===== src/rtl/pipe_pkg.sv =====
// Shared definitions for the elastic pipeline stage registers.
//   pipe_state_e   : occupancy state of a stage (EMPTY, ONE, TWO)
//   CTRL_W_DEF     : default control-bundle width
//   DATA_W_DEF     : default data-payload width
//   CTRL_*         : bit positions inside the control bundle, shared by the
//                    decoder and every stage that inspects control bits.
package pipe_pkg;

  typedef enum logic [1:0] {
    EMPTY = 2'd0,  // no beat held
    ONE   = 2'd1,  // main slot valid
    TWO   = 2'd2   // main and skid slots valid, ready_out low
  } pipe_state_e;

  localparam int CTRL_W_DEF = 8;
  localparam int DATA_W_DEF = 128;

  localparam int CTRL_REG_WRITE = 0;
  localparam int CTRL_MEM_TO_REG = 1;
  localparam int CTRL_MEM_WRITE = 2;
  localparam int CTRL_SB = 3;
  localparam int CTRL_LH = 4;
  localparam int CTRL_LD = 5;
  localparam int CTRL_HALT = 6;

endpackage


===== src/rtl/pipe_slot.sv =====
// One register slot of an elastic stage: {valid, ctrl, data}.
// Ports:
//   clock, reset : rising-edge clock, asynchronous active-high reset
//   load         : capture ctrl_d/data_d and mark the slot valid
//   clear        : drop the held beat; valid and ctrl go to zero, data is kept
//                  (clear wins over load)
//   ctrl_d/data_d: incoming beat
//   valid/ctrl/data : slot contents
module pipe_slot #(
  parameter int CTRL_W = 8,
  parameter int DATA_W = 128
) (
  input  logic              clock,
  input  logic              reset,
  input  logic              load,
  input  logic              clear,
  input  logic [CTRL_W-1:0] ctrl_d,
  input  logic [DATA_W-1:0] data_d,
  output logic              valid,
  output logic [CTRL_W-1:0] ctrl,
  output logic [DATA_W-1:0] data
);

  // ctrl is zeroed on clear so an empty slot can never present live control
  // bits; data is left alone because nothing qualifies on it without valid.
  always_ff @(posedge clock or posedge reset) begin
    if (reset) begin
      valid <= 1'b0;
      ctrl  <= '0;
      data  <= '0;
    end else if (clear) begin
      valid <= 1'b0;
      ctrl  <= '0;
    end else if (load) begin
      valid <= 1'b1;
      ctrl  <= ctrl_d;
      data  <= data_d;
    end
  end

endmodule


===== src/rtl/pipe_stage_elastic.sv =====
// Elastic pipeline stage register with a 2-entry skid buffer and flush.
// Sustains one beat per cycle; ready_out comes straight from a flop so the
// downstream stall never reaches upstream combinationally.
//
// Handshake: a beat moves on a channel in a cycle where valid and ready are
// both high at the rising edge (acc = valid_in & ready_out upstream,
// rel = valid_out & ready_in downstream). A producer holds valid and its
// payload stable until the beat is taken; valid never depends on ready.
//
// Optional feature macro: PIPE_STAGE_PERF_EN adds the CNT_W parameter and the
// saturating stall_cnt / bubble_cnt counters.
//
// Ports:
//   clock, reset  : rising-edge clock, asynchronous active-high reset
//   flush         : discard held beats and any beat accepted this cycle
//   valid_in, ready_out, ctrl_in, data_in   : upstream channel
//   valid_out, ready_in, ctrl_out, data_out : downstream channel
//   stall_cnt     : cycles with valid_out & !ready_in (PIPE_STAGE_PERF_EN)
//   bubble_cnt    : cycles with valid_out = 0 (PIPE_STAGE_PERF_EN)
//   state_dbg     : current occupancy state
module pipe_stage_elastic
  import pipe_pkg::*;
#(
  parameter int CTRL_W = CTRL_W_DEF,
  parameter int DATA_W = DATA_W_DEF
`ifdef PIPE_STAGE_PERF_EN
  ,
  parameter int CNT_W  = 32
`endif
) (
  input  logic              clock,
  input  logic              reset,
  input  logic              flush,
  input  logic              valid_in,
  output logic              ready_out,
  input  logic [CTRL_W-1:0] ctrl_in,
  input  logic [DATA_W-1:0] data_in,
  output logic              valid_out,
  input  logic              ready_in,
  output logic [CTRL_W-1:0] ctrl_out,
  output logic [DATA_W-1:0] data_out,
`ifdef PIPE_STAGE_PERF_EN
  output logic [CNT_W-1:0]  stall_cnt,
  output logic [CNT_W-1:0]  bubble_cnt,
`endif
  output pipe_state_e       state_dbg
);

  pipe_state_e state, state_next;

  logic              acc, rel;
  logic              main_load, main_clear, main_from_skid;
  logic              skid_load, skid_clear;
  logic [CTRL_W-1:0] main_ctrl_d;
  logic [DATA_W-1:0] main_data_d;
  logic              main_valid, skid_valid;
  logic [CTRL_W-1:0] main_ctrl, skid_ctrl;
  logic [DATA_W-1:0] main_data, skid_data;

  // Both terms are flop outputs, so ready_out has no path from any input.
  assign ready_out = !skid_valid;
  assign valid_out = main_valid;
  assign ctrl_out  = main_ctrl;
  assign data_out  = main_data;
  assign state_dbg = state;

  assign acc = valid_in && ready_out;
  assign rel = valid_out && ready_in;

  always_ff @(posedge clock or posedge reset) begin
    if (reset) state <= EMPTY;
    else       state <= state_next;
  end

  always_comb begin
    state_next     = state;
    main_load      = 1'b0;
    main_clear     = 1'b0;
    main_from_skid = 1'b0;
    skid_load      = 1'b0;
    skid_clear     = 1'b0;

    if (flush) begin
      // A release in this cycle has already happened on the wire; anything
      // accepted alongside it is simply never loaded.
      state_next = EMPTY;
      main_clear = 1'b1;
      skid_clear = 1'b1;
    end else begin
      unique case (state)
        EMPTY: begin
          if (acc) begin
            state_next = ONE;
            main_load  = 1'b1;
          end
        end
        ONE: begin
          if (acc && rel) begin
            main_load = 1'b1;
          end else if (acc) begin
            state_next = TWO;
            skid_load  = 1'b1;
          end else if (rel) begin
            state_next = EMPTY;
            main_clear = 1'b1;
          end
        end
        TWO: begin
          // ready_out is low here, so valid_in cannot be accepted.
          if (rel) begin
            state_next     = ONE;
            main_load      = 1'b1;
            main_from_skid = 1'b1;
            skid_clear     = 1'b1;
          end
        end
        default: begin
          state_next = EMPTY;
          main_clear = 1'b1;
          skid_clear = 1'b1;
        end
      endcase
    end
  end

  // The skid beat is older than anything upstream, so it always refills main
  // first; this keeps the stage strictly in order.
  assign main_ctrl_d = main_from_skid ? skid_ctrl : ctrl_in;
  assign main_data_d = main_from_skid ? skid_data : data_in;

  pipe_slot #(
    .CTRL_W (CTRL_W),
    .DATA_W (DATA_W)
  ) u_main (
    .clock  (clock),
    .reset  (reset),
    .load   (main_load),
    .clear  (main_clear),
    .ctrl_d (main_ctrl_d),
    .data_d (main_data_d),
    .valid  (main_valid),
    .ctrl   (main_ctrl),
    .data   (main_data)
  );

  pipe_slot #(
    .CTRL_W (CTRL_W),
    .DATA_W (DATA_W)
  ) u_skid (
    .clock  (clock),
    .reset  (reset),
    .load   (skid_load),
    .clear  (skid_clear),
    .ctrl_d (ctrl_in),
    .data_d (data_in),
    .valid  (skid_valid),
    .ctrl   (skid_ctrl),
    .data   (skid_data)
  );

`ifdef PIPE_STAGE_PERF_EN
  // Saturating counters; only reset clears them, flush has no effect.
  always_ff @(posedge clock or posedge reset) begin
    if (reset) begin
      stall_cnt  <= '0;
      bubble_cnt <= '0;
    end else begin
      if (valid_out && !ready_in && (stall_cnt != '1))
        stall_cnt <= stall_cnt + 1'b1;
      if (!valid_out && (bubble_cnt != '1))
        bubble_cnt <= bubble_cnt + 1'b1;
    end
  end
`endif

endmodule

===== config.mk =====
export PLATFORM = sky130hd
export DESIGN_NAME = pipe_stage_elastic
export DESIGN_NICKNAME = d
export VERILOG_FILES = /design/src/rtl/pipe_pkg.sv /design/src/rtl/pipe_slot.sv /design/src/rtl/pipe_stage_elastic.sv
export SDC_FILE = /design/constraint.sdc
export NUM_CORES = 1
export LEC_CHECK = 0
export ABC_AREA = 1
export CORE_MARGIN = 8
export CORE_UTILIZATION = 51
export CTS_CLUSTER_SIZE = 30
export DETAILED_ROUTE_END_ITERATION = 10
export HOLD_SLACK_MARGIN = 0.12
export PLACE_DENSITY = 0.78
export SYNTH_ARGS = -nofsm -noshare
export SYNTH_HDL_FRONTEND = slang
export SYNTH_HIERARCHICAL = 1
export SYNTH_SLANG_ARGS = --single-unit

===== constraint.sdc =====
create_clock -name clock -period 6 [get_ports clock]
set_input_delay 1.2 -clock clock [delete_from_list [all_inputs] [get_ports clock]]
set_output_delay 1.2 -clock clock [all_outputs]
set_load 0.02 [all_outputs]

==> results.ini <==
[sta]
finalHoldViolations = 0
finalSetupTns_ps = 0
clock.fmax_ghz = 0.245
slew_violations = 0
period_needed_ps = 4080
worst_pin_slew_ps = 1010
rsz0062_at_grt = false
relSlewSlack_pct = 32.5
min_period_over_period_pct = 68.0
setup_viol = 0
holdWs_ps = 467
skew_ps = 9.71

[clocking]
clk_latency_ps = 540
cts_buffer_depth = 3
cts.repair.resized = 0
cts_root_buf = clkbuf_16
h-tree-depth = 1
clk_pin_slew_ps = 60
ctsHoldBuffers = 0
clock-sinks = 276
post_cts_buffers = 0
cts_tree = done
numCtsBuffers = 28

[synthesis]
ys_types = 17
synth_xor_area_share_pct = 0
synth_nets = 1818
synth_compound_area_share_pct = 0.233
synth_cells = 1677
synthAdderAreaFrac_pct = 0
ys_ff_latch = 276
synth_top_family_by_area = simple AND/OR/NAND/NOR gates
yosysSeqAreaShare_pct = 53.5
synth_simple_gate_area_share_pct = 40.5
synth-edff-count = 0
syn_area_mm2 = 0.0129
yosysWarnings = 6
synth.avg_cell_area_um2 = 7.70
synth_async_sr_flop_share_pct = 100
synth_mux_area_share_pct = 0
ys_dominant_reg_cell = dfrtp_1

[final_layout]
n_fill_cell = 2129
final_cell_mix = 830 x nand2_1, 409 x nand3_1, 280 x clkdlybuf4s50_1
multi_input_area_mm2 = 0.00529
nNetsFinal = 2010
area_growth_pct = 28.3
final_common_cell = nand2_1
fin_util_pct = 66.2
drive_above_1_share_pct = 3.91
ff_latch_area_mm2 = 0.00691
design_area_mm2 = 0.0166

[placed_design]
io_buffers = 280
dpl.hpwl_mm = 24.0
place.gp.congestion = 0.804
place_area_mm2 = 0.0156

[outcome]
run_status = complete, no violations

[power]
p_total_mw = 6.44
vdd_drop_max_mv = 0.236
leakage_nw = 8.66
pwr_density_cell_mw_per_mm2 = 389

[worst_setup_path]
setup.worst_path.end_class = flip-flop
path_max_fanout = 77
worst_ep_required_time_ps = 6420
reg2reg_from = u_main/valid
critPathKind = in2reg
r2r-end = u_main/data[101]
r2r_slack_ps = 2770
reg2regPathDepth = 9
start_kind = primary input
crit_arrival_ps = 4500

[floorplan]
num_rows = 58
dieWidth_um = 175
coreArea_mm2 = 0.0250
fp.dieH_um = 175
start_util_pct = 51.6
ioPinCount = 281
dieArea_mm2 = 0.0307

[min_path]
hold_start = u_main/data[41]
hold-path-endpoint = u_main/data[41]
hold_path_class = reg2reg
worstHoldPathCells = 2

[route]
drtIter0Drc = 1104
drtPass1Iterations = 5
post-route-drc-count = 0
dr.max_layer_used = met5
wire_per_inst_um = 17.5
wl_met2_mm = 18.7
wl_met1_mm = 16.1
finalWirelength_mm = 39.1
wl_met3_mm = 2.59
ant_nets = 0
vias = 12072
viasPerCell = 5.42

[global_route]
grt_max_degree = 100
grt_pass1_vias = 11707
grtUsageTotal_pct = 24.7
antenna_found_initial = 9
grt_overflow = 0
grt_pass1_wl_mm = 63.0

[run]
cap_violations = 0

## logic make-up after synthesis
kind of cell           count (synthesis)
and+or+nand+nor                     1251
DFF                                  276
AOI/OAI and AO/OA                      6
buffers and inverters                144
## layout make-up
type | count | share of cell area, %
Timing Repair Buffer | 294 | 17.6
Multi-Input combinational cell | 1257 | 31.9
Clock buffer | 41 | 5.02
Tap cell | 330 | 2.49
Antenna cell | 8 | 0.121
Sequential cell | 276 | 41.7
Clock inverter | 11 | 0.831
Inverter | 12 | 0.378
## worst max-delay path by stage
stage          startpoint         endpoint  slack (ps)
2_1_floorplan       reset   u_main/ctrl[0]        1130
4_1_cts             flush  u_skid/data[23]        1900
5_1_grt             flush  u_skid/data[10]        1660
3_5_place_dp        flush  u_skid/data[23]        1340
6_report            flush   u_skid/ctrl[0]        1920
3_3_place_gp        flush  u_skid/data[12]        1390
## power breakdown
group / internal [mW] / switching (mW) / total (mW) / leakage, nW
logic: 0.790 / 1.02 / 1.81 / 4.67
clock network: 1.09 / 0.736 / 1.83 / 0.482
registers: 2.46 / 0.344 / 2.80 / 3.51
total: 4.34 / 2.10 / 6.44 / 8.66
## state kept, by name (all words and copies together) (netlist names)
| signal | count |
|---|---|
| state_dbg | 2 |
| u_main/ctrl | 8 |
| u_main/data | 128 |
| u_main/valid | 1 |
| u_skid/ctrl | 8 |
| u_skid/data | 128 |
| u_skid/valid | 1 |
## synthesized netlist by cell type (2+ instances only)
master	n	area [um2]
buf_2	87	435
inv_2	4	15.0
buf_1	8	30.0
nor2_1	6	22.5
o21ai_0	3	15.0
buf_6	3	33.8
clkbuf_1	16	60.1
inv_1	8	30.0
dfrtp_1	276	6910
a21oi_1	3	15.0
nand3_1	409	2050
nand2_2	2	12.5
buf_4	18	135
nand2_1	830	3120
nor2_2	2	12.5
## per-stage QoR
stage,worst slack (ps),cells
2_1_floorplan,1130,1677
3_3_place_gp,1390,2169
3_5_place_dp,1340,2169
4_1_cts,1900,2221
5_1_grt,1660,2229
6_report,1920,2229
## critical path, stage by stage
cell             delay (ps)
clkdlybuf4s50_1         500
inv_4                   580
nand2_1                 230
nor2_4                  180
buf_4                   560
buf_4                   780
nor2_2                  210
nand2_1                 110
nand2_1                  60
## routing by layer
layer | vias up | global-route usage, %
met5 | - | 0
met2 | 469 | 38.9
met1 | 5752 | 32.3
met4 | 2 | 12.9
li1 | 5753 | -
met3 | 96 | 4.34
Note: power is estimated with default switching activity, not from simulation.
